`src/rtl/pipe_pkg.sv`:
```
// Shared pipeline types and widths for the ID/EX stage.
package pipe_pkg;

   localparam int unsigned XLEN    = 32;
   localparam int unsigned RADDR_W = 5;

   // Decoded control bits carried down the pipe
   typedef struct packed {
      logic reg_write;
      logic mem_read;
      logic mem_write;
   } ctrl_t;

   // A bubble never writes anything
   localparam ctrl_t BUBBLE_CTRL = '0;

endpackage

```
`src/rtl/load_use_detect.sv`:
```
// Combinational load-use hazard detection against the registered EX slot.
module load_use_detect #(
   parameter int unsigned RADDR_W = 5
) (
   input  logic               id_valid,
   input  logic               id_uses_rs1,
   input  logic               id_uses_rs2,
   input  logic [RADDR_W-1:0] id_rs1,
   input  logic [RADDR_W-1:0] id_rs2,
   input  logic               ex_valid,
   input  logic               ex_mem_read,
   input  logic [RADDR_W-1:0] ex_rd,
   output logic               hazard
);

   logic rs1_match;
   logic rs2_match;

   // A load into x0 produces nothing a consumer could wait for
   always_comb begin
      rs1_match = id_uses_rs1 && (ex_rd == id_rs1);
      rs2_match = id_uses_rs2 && (ex_rd == id_rs2);
      hazard    = id_valid && ex_valid && ex_mem_read && (ex_rd != '0) &&
                  (rs1_match || rs2_match);
   end

endmodule

```
`src/rtl/id_ex_stage.sv`:
```
// ID/EX pipeline register with load-use bubble insertion, hold and flush.
module id_ex_stage
   import pipe_pkg::*;
#(
   parameter int unsigned XLEN    = pipe_pkg::XLEN,
   parameter int unsigned RADDR_W = pipe_pkg::RADDR_W,
   parameter int unsigned CNT_W   = 16
) (
   input  logic               clk,
   input  logic               rst,
   input  logic               id_valid,
   input  logic               id_reg_write,
   input  logic               id_mem_read,
   input  logic               id_mem_write,
   input  logic               id_uses_rs1,
   input  logic               id_uses_rs2,
   input  logic [RADDR_W-1:0] id_rs1,
   input  logic [RADDR_W-1:0] id_rs2,
   input  logic [RADDR_W-1:0] id_rd,
   input  logic [XLEN-1:0]    id_rs1_data,
   input  logic [XLEN-1:0]    id_rs2_data,
   input  logic [XLEN-1:0]    id_imm,
   input  logic [XLEN-1:0]    id_pc,
   input  logic               flush,
   input  logic               ex_hold,
   output logic               id_stall,
   output logic               ex_valid,
   output logic               ex_reg_write,
   output logic               ex_mem_read,
   output logic               ex_mem_write,
   output logic [RADDR_W-1:0] ex_rs1,
   output logic [RADDR_W-1:0] ex_rs2,
   output logic [RADDR_W-1:0] ex_rd,
   output logic [XLEN-1:0]    ex_rs1_data,
   output logic [XLEN-1:0]    ex_rs2_data,
   output logic [XLEN-1:0]    ex_imm,
   output logic [XLEN-1:0]    ex_pc,
   output logic [CNT_W-1:0]   bubble_cnt
);

   logic               hazard;
   ctrl_t              ctrl_d;
   logic               valid_d;
   logic [RADDR_W-1:0] rs1_d;
   logic [RADDR_W-1:0] rs2_d;
   logic [RADDR_W-1:0] rd_d;
   logic [XLEN-1:0]    rs1_data_d;
   logic [XLEN-1:0]    rs2_data_d;
   logic [XLEN-1:0]    imm_d;
   logic [XLEN-1:0]    pc_d;
   logic [CNT_W-1:0]   cnt_d;

   load_use_detect #(
      .RADDR_W (RADDR_W)
   ) u_load_use_detect (
      .id_valid    (id_valid),
      .id_uses_rs1 (id_uses_rs1),
      .id_uses_rs2 (id_uses_rs2),
      .id_rs1      (id_rs1),
      .id_rs2      (id_rs2),
      .ex_valid    (ex_valid),
      .ex_mem_read (ex_mem_read),
      .ex_rd       (ex_rd),
      .hazard      (hazard)
   );

   // Front-end freeze: flush wins over hold and hazard; forced low in reset
   always_comb begin
      id_stall = !rst && !flush && (ex_hold || hazard);
   end

   // Next EX contents by priority: flush, hold, hazard bubble, normal load
   always_comb begin
      valid_d    = ex_valid;
      ctrl_d     = '{reg_write: ex_reg_write, mem_read: ex_mem_read,
                     mem_write: ex_mem_write};
      rs1_d      = ex_rs1;
      rs2_d      = ex_rs2;
      rd_d       = ex_rd;
      rs1_data_d = ex_rs1_data;
      rs2_data_d = ex_rs2_data;
      imm_d      = ex_imm;
      pc_d       = ex_pc;
      cnt_d      = bubble_cnt;
      if (flush || (!ex_hold && hazard)) begin
         valid_d    = 1'b0;
         ctrl_d     = BUBBLE_CTRL;
         rs1_d      = '0;
         rs2_d      = '0;
         rd_d       = '0;
         rs1_data_d = '0;
         rs2_data_d = '0;
         imm_d      = '0;
         pc_d       = '0;
         // Only load-use bubbles are counted
         if (!flush && bubble_cnt != '1) begin
            cnt_d = bubble_cnt + CNT_W'(1);
         end
      end else if (!ex_hold) begin
         valid_d    = id_valid;
         // Invalid slots must never carry write enables
         ctrl_d     = '{reg_write: id_reg_write && id_valid,
                        mem_read:  id_mem_read  && id_valid,
                        mem_write: id_mem_write && id_valid};
         rs1_d      = id_rs1;
         rs2_d      = id_rs2;
         rd_d       = id_rd;
         rs1_data_d = id_rs1_data;
         rs2_data_d = id_rs2_data;
         imm_d      = id_imm;
         pc_d       = id_pc;
      end
   end

   // EX register bank and bubble counter
   always_ff @(posedge clk or posedge rst) begin
      if (rst) begin
         ex_valid     <= 1'b0;
         ex_reg_write <= 1'b0;
         ex_mem_read  <= 1'b0;
         ex_mem_write <= 1'b0;
         ex_rs1       <= '0;
         ex_rs2       <= '0;
         ex_rd        <= '0;
         ex_rs1_data  <= '0;
         ex_rs2_data  <= '0;
         ex_imm       <= '0;
         ex_pc        <= '0;
         bubble_cnt   <= '0;
      end else begin
         ex_valid     <= valid_d;
         ex_reg_write <= ctrl_d.reg_write;
         ex_mem_read  <= ctrl_d.mem_read;
         ex_mem_write <= ctrl_d.mem_write;
         ex_rs1       <= rs1_d;
         ex_rs2       <= rs2_d;
         ex_rd        <= rd_d;
         ex_rs1_data  <= rs1_data_d;
         ex_rs2_data  <= rs2_data_d;
         ex_imm       <= imm_d;
         ex_pc        <= pc_d;
         bubble_cnt   <= cnt_d;
      end
   end

endmodule

```
`config.mk`:
```
export PLATFORM = sky130hd
export DESIGN_NAME = id_ex_stage
export DESIGN_NICKNAME = d
export VERILOG_FILES = /design/src/rtl/pipe_pkg.sv /design/src/rtl/load_use_detect.sv /design/src/rtl/id_ex_stage.sv
export SDC_FILE = /design/constraint.sdc
export NUM_CORES = 1
export LEC_CHECK = 0
export CORE_AREA = 2 2 124 126
export CTS_CLUSTER_DIAMETER = 120
export DETAILED_ROUTE_END_ITERATION = 10
export DIE_AREA = 0 0 126 128
export DONT_BUFFER_PORTS = 1
export GPL_TIMING_DRIVEN = 0
export SYNTH_ARGS = -nofsm -noshare
export SYNTH_HDL_FRONTEND = slang
export SYNTH_HIERARCHICAL = 1
export SYNTH_SLANG_ARGS = --single-unit
```
`constraint.sdc`:
```
create_clock -name clk -period 6.8 [get_ports clk]
set_clock_uncertainty 0.1 [all_clocks]
set_input_delay 1.36 -clock clk [delete_from_list [all_inputs] [get_ports clk]]
set_output_delay 1.36 -clock clk [all_outputs]
set_load 0.05 [all_outputs]
```
==> impl_metrics.tcl, run 1 <==
set metrics [dict create \
    use_met2_pct 38.0 \
    grt_use_met3_pct 7.10 \
    layout_commonest_cell "dfrtp_1" \
    cts_tree "done" \
    vias_per_cell 5.93 \
    seqPwrFrac_pct 52.3 \
    postCtsHoldBufs 0 \
    synth_compound_area_share_pct 17.6 \
    netlist_instances 588 \
    final_area_mm2 0.00739 \
    crit_arrival_ps 4180 \
    drtPass1Iterations 5 \
    muxShareOfSynthArea_pct 0.672 \
    period_minus_slack_ps 5640 \
    switching_power_w 0.000689 \
    pre_cts_ws_ps 964 \
    synth_fa_ha_area_share_pct 0.192 \
    core_area_mm2 0.0149 \
    placed_area_mm2 0.00679 \
    syn_nets 742 \
    grt_overflow 0 \
    dieWidth_um 126 \
    crit_family "simple AND/OR/NAND/NOR gates" \
    synth_top_area_share_pct 62.5 \
    io_buffer_count 0 \
    cp-start-kind "input pin" \
    dp_hpwl_um 13700 \
    ys_top_cells_by_area "dfrtp_1 (63%), a22oi_1 (16%), nor2_1 (8.5%)" \
    combPwrFrac_pct 6.3 \
    yosysSeqAreaShare_pct 62.5 \
    path_class "input pin to primary output" \
    setup_ws_ps 1160 \
    yosysWarnings 6 \
    yosys.area_share.xor_xnor_pct 2.55 \
    relSlewSlack_pct 31.3 \
    clk_path_buf_depth 2 \
    cts_sinks 163 \
    cts_made_buffers 17 \
    post-route-period-util_pct 82.9 \
    rows 45 \
    power.leakage_nw 3.46 \
    synth_top_family_by_area "compound AO/OA/AOI/OAI gates" \
    nFillCells 1356 \
    gp_congestion 0.772 \
    cellPowerDensity_mw_per_mm2 314 \
    clkLatencyLatePin_ps 430 \
    cp_cell_sequence "xor2_1 > nor4_1 > nand3_1 > a21oi_1 > nor2_1 > clkbuf_1 > clkbuf_1 > nor3_2" \
    stdcell_count 809 \
    setup_viol 0 \
    cts-htree-levels 4 \
    drcViolationCount 0 \
    rsz0062_at_grt "no" \
    grt_pass1_wl_um 27800 \
    postCtsResizedCells 0 \
    hp-class "flip-flop to flip-flop" \
    pwr-share-clk_pct 41.5 \
    ant_nets 0 \
    end_kind "primary output" \
    worstPathRequired_ps 5340 \
    hold_viol 0 \
    first_global_vias 4872 \
    num_vias 4798 \
    area_growth_syn_to_layout_pct 13.4 \
    multiInputGateArea_mm2 0.00224 \
    slowest_stage "nor3_2" \
    path_common_cell "clkbuf_1" \
    worst_pin_slew_ps 1030 \
    finalMaxSlewViolations 0 \
    postCtsSetupRepairBufs 0 \
    swShare_pct 29.7 \
    cap_violations 0 \
    syn_area_per_cell_um2 11.1 \
    synth_simple_gate_area_share_pct 13.3 \
    fin_nets 762 \
    antenna_found_initial 0 \
    ff_latch_area_mm2 0.00408 \
    placed_cells 777 \
    crit_path_max_incr_delay_ps 720 \
    busiest_layer "met2" \
    diodes 0 \
    p_int_w 0.00163 \
    grt_usage_pct 22.6 \
    io_pins 317 \
    final_layout_size_suffix_gt1_share_pct 6.60 \
    path_buf_inv 2 \
    finalHoldWorstSlack_ps 715 \
    ys_ff_latch 163 \
    syn_area_mm2 0.00652 \
    clk_pin_slew_ps 60 \
    wl_per_cell_um 22.7 \
    die_y_um 128 \
    max_freq_mhz 177 \
    die-area_mm2 0.0161 \
    use_met1_pct 26.9 \
    yosysUniqueCellTypes 37 \
    status "finished clean" \
    synth_top_cell_by_area "dfrtp_1" \
    start_util_pct 43.9 \
    ir_drop_uv 163 \
    root_buffer "clkbuf_16" \
    finalWirelength_um 18300 \
    grt_start_max_net_pins 87 \
    final_cell_mix "dfrtp_1 (163), nor2_1 (147), a22oi_1 (143)" \
    first_iter_violations 345 \
    path_max_fanout 10 \
    p_total_w 0.00232 \
]
power by group through the flow:
stage | Combinational [W] | Sequential (W) | Clock, W
floorplan | 0.000112 | 0.00122 | 0
global placement | 0.000139 | 0.00123 | 0
detailed placement | 0.000148 | 0.00123 | 0
global route | 0.000167 | 0.00122 | 0.00103
finish | 0.000146 | 0.00121 | 0.000964
CTS | 0.000148 | 0.00122 | 0.000982
flip-flops by register name (all words and copies together), names as in the netlist, 5 cells and up:
name,cells
bubble_cnt,16
ex_imm,32
ex_rs1,5
ex_pc,32
ex_rs2,5
ex_rd,5
ex_rs2_data,32
ex_rs1_data,32
kinds of logic (layout without fill, tap and decap cells):
logic type,after synthesis,in the layout
muxes,4,4
DFF,163,163
adders and majority gates,1,1
buffers and inverters,52,85
xor gates and xnor gates,19,19
AOI/OAI and AO/OA,155,155
and+or+nand+nor,194,194
path summary, 6_finish.rpt:
kind,start,endpoint,slack (ps),cells past startpoint
worst max-delay path,id_rs1[0],id_stall,1160,8
worst min register to register,ex_reg_write$_DFFE_PP0P_,ex_reg_write$_DFFE_PP0P_,720,2
min in group asynchronous,rst,ex_rs1_data[25]$_DFFE_PP0P_,840,1
worst max register to register,ex_rd[0]$_DFFE_PP0P_,ex_rs2[2]$_DFFE_PP0P_,2860,8
worst min-delay path,ex_reg_write$_DFFE_PP0P_,ex_reg_write$_DFFE_PP0P_,720,2
max in group asynchronous,rst,bubble_cnt[1]$_DFFE_PP0P_,4910,2
synthesized netlist by cell type (all sizes together):
cell type	n
and3	2
a31oi	2
a21oi	7
nor2	147
and4	2
nor2b	2
nand2	9
nor3b	1
dfrtp	163
ha	1
mux2i	1
o21a	1
or3	1
mux2	3
a22oi	143
nand3	8
nor3	4
xnor2	4
o211ai	1
nor4b	1
nand3b	3
o2111ai	1
clkbuf	43
nand4	4
nor4	8
xor2	15
buf	7
inv	2
or4	1
or3b	1
metal layers:
layer  vias to the layer above  share of wire (%)
li1                       2148                  -
met5                         -                  0
met1                      2390                 38
met3                        33                7.8
met4                         0                2.2
met2                       227                 52
tightest hold or removal path, stage by stage, from the launching register on:
cell     delay (ps)
dfrtp_1         560
nand2_1         150
a21oi_1          60
through the flow:
step / setup TNS (ps) / util [%]
after global placement: -84520 / 45.5
after detailed placement: 0 / 45.7
final: 0 / 49.7
after global routing: 0 / 49.7
after CTS: 0 / 49.7
after floorplan: 0 / -
cell type report:
cell class / count / area share, %
Clock inverter: 10 / 1.68
Tap cell: 188 / 3.18
Inverter: 2 / 0.169
Sequential cell: 163 / 55.2
Clock buffer: 22 / 6.42
Multi-Input combinational cell: 373 / 30.3
Buffer: 50 / 2.71
Timing Repair Buffer: 1 / 0.372
Note: power is estimated with default switching activity, not from simulation.
==> run 2, diff against run 1 <==
==> constraint.sdc (replaced) <==
create_clock -name clk -period 5.2 [get_ports clk]
set_clock_uncertainty 0.1 [all_clocks]
set_input_delay 1.04 -clock clk [delete_from_list [all_inputs] [get_ports clk]]
set_output_delay 1.04 -clock clk [all_outputs]
set_load 0.05 [all_outputs]
==> impl_metrics.tcl, run 2 (same netlist as run 1, synthesis figures left out) <==
set metrics [dict create \
    clk_pin_slew_ps 60 \
    layout_commonest_cell "dfrtp_1" \
    max_freq_mhz 209 \
    io_pins 317 \
    die-area_mm2 0.0161 \
    period_minus_slack_ps 4790 \
    first_iter_violations 337 \
    cp_cell_sequence "or4_1 > o2111ai_1 > a21oi_1 > nor2_2 > clkbuf_1 > clkbuf_1 > nor3_4" \
    slowest_stage "dfrtp_1" \
    num_vias 4813 \
    path_class "flip-flop to primary output" \
    pre_cts_ws_ps -153 \
    cts-htree-levels 4 \
    reg2reg_setup_slack_ps 1650 \
    path_max_fanout 10 \
    dieWidth_um 126 \
    root_buffer "clkbuf_16" \
    rows 45 \
    final_cell_mix "dfrtp_1 (163), nor2_1 (146), a22oi_1 (143)" \
    dp_hpwl_um 13900 \
    crit_end "id_stall" \
    final_layout_size_suffix_gt1_share_pct 6.91 \
    cp-startpoint "ex_rd[3]$_DFFE_PP0P_" \
    core_area_mm2 0.0149 \
    fin_nets 765 \
    setup_viol 0 \
    cellPowerDensity_mw_per_mm2 400 \
    wl_per_cell_um 22.5 \
    cap_violations 0 \
    first_global_vias 4934 \
    crit_arrival_ps 3650 \
    rsz0062_at_grt "no" \
    finalWirelength_um 18200 \
    grt_overflow 0 \
    timing.rr.end "ex_pc[12]$_DFFE_PP0P_" \
    setup_ws_ps 412 \
    cts_made_buffers 17 \
    power.leakage_nw 3.46 \
    start_util_pct 43.9 \
    grt_start_max_net_pins 45 \
    tns_ps 0 \
    diodes 0 \
    worstPathRequired_ps 4060 \
    end_kind "primary output" \
    die_y_um 128 \
    r2r_cells 8 \
    ir_drop_uv 212 \
    crit_path_max_incr_delay_ps 650 \
    area_growth_syn_to_layout_pct 13.7 \
    finalMaxSlewViolations 0 \
    clk_path_buf_depth 2 \
    hp-class "input pin to async pin" \
    worst_pin_slew_ps 729 \
    cts_tree "done" \
    drtPass1Iterations 5 \
    io_buffer_count 0 \
    drcViolationCount 0 \
    clkLatencyLatePin_ps 420 \
    hold_viol 0 \
    gp_congestion 0.769 \
    antenna_found_initial 0 \
    relSlewSlack_pct 51.4 \
    cts_sinks 163 \
    status "finished clean" \
    ant_nets 0 \
    grt_pass1_wl_um 27800 \
    path_common_cell "clkbuf_1" \
    postLayoutCoreUtil_pct 49.9 \
    postCtsHoldBufs 0 \
    grt_usage_pct 22.3 \
    rr_startpoint "ex_rd[3]$_DFFE_PP0P_" \
    vias_per_cell 5.94 \
    cp-start-kind "flip-flop" \
    post-route-period-util_pct 92.1 \
]
==> run 2: cell types whose count changed in the layout (fill, tap and decap cells not counted) <==
cell	delta
buf_12	+4
buf_16	-1
bufinv_16	-1
clkbuf_8	+1
clkinv_4	-2
clkinvlp_4	+2
inv_6	-2
nor2_1	-1
nor2_2	+1
nor3_2	-1
nor3_4	+1
==> run 2: cell type report <==
type	instances	area [um2]
plain buffers	50	200
clock buffers	23	488
multi-input cells	373	2250
clock inverters	7	75.1
inverters	2	11.3
repair buffers	4	80.1
fillers	1367	7450
flip-flops and latches	163	4080
well taps	188	235
==> run 2: worst min path at each step <==
stage | start | end | slack, ps | cells after the start
3_3_place_gp | ex_reg_write$_DFFE_PP0P_ | ex_reg_write$_DFFE_PP0P_ | 710 | 2
4_1_cts | rst | ex_rs1_data[10]$_DFFE_PP0P_ | 300 | 1
6_report | rst | ex_rs1_data[10]$_DFFE_PP0P_ | 320 | 1
2_1_floorplan | ex_mem_write$_DFFE_PP0P_ | ex_mem_write$_DFFE_PP0P_ | 670 | 2
3_5_place_dp | ex_reg_write$_DFFE_PP0P_ | ex_reg_write$_DFFE_PP0P_ | 710 | 2
5_1_grt | rst | ex_rs1_data[10]$_DFFE_PP0P_ | 300 | 1
==> run 2: worst max-delay path: cells and delay by family (launching register included) <==
family	cells	cell delay, ps
buffers and inverters	2	930
AND/OR/NAND/NOR	3	1330
AO/OA/AOI/OAI	2	320
flip-flops	1	650
==> run 2: what timing repair did <==
item	4_1_cts	5_1_grt
setup endpoints to repair	1	1
resized for setup	2	1
cloned	0	0
pin swaps	0	0
buffers inserted	0	0
==> run 2: where the power goes <==
part	internal (W)	leakage [nW]	total, W	switching (W)
clock network	0.000706	0.268	0.00119	0.000481
registers	0.00132	2.18	0.00159	0.000265
logic	0.0000690	1.01	0.000196	0.000127
total	0.00210	3.46	0.00297	0.000873
==> run 2: metal layers <==
metal	up-vias	GRT usage [%]	routed length, um	part of all wire [%]
met5	-	0	0	0
li1	2147	-	-	-
met3	23	8.31	1480	8.2
met1	2428	26.7	7040	39
met2	215	37.6	9330	51
met4	0	7.05	347	1.9
==> run 2: through the flow <==
step	hold WS, ps	cells	power [W]	area (um2)
floorplan	670	588	0.00174	6530
global placement	708	776	0.00179	6760
detailed placement	710	780	0.00181	6840
CTS	302	810	0.00300	7410
global route	302	810	0.00309	7420
finish	318	810	0.00297	7420
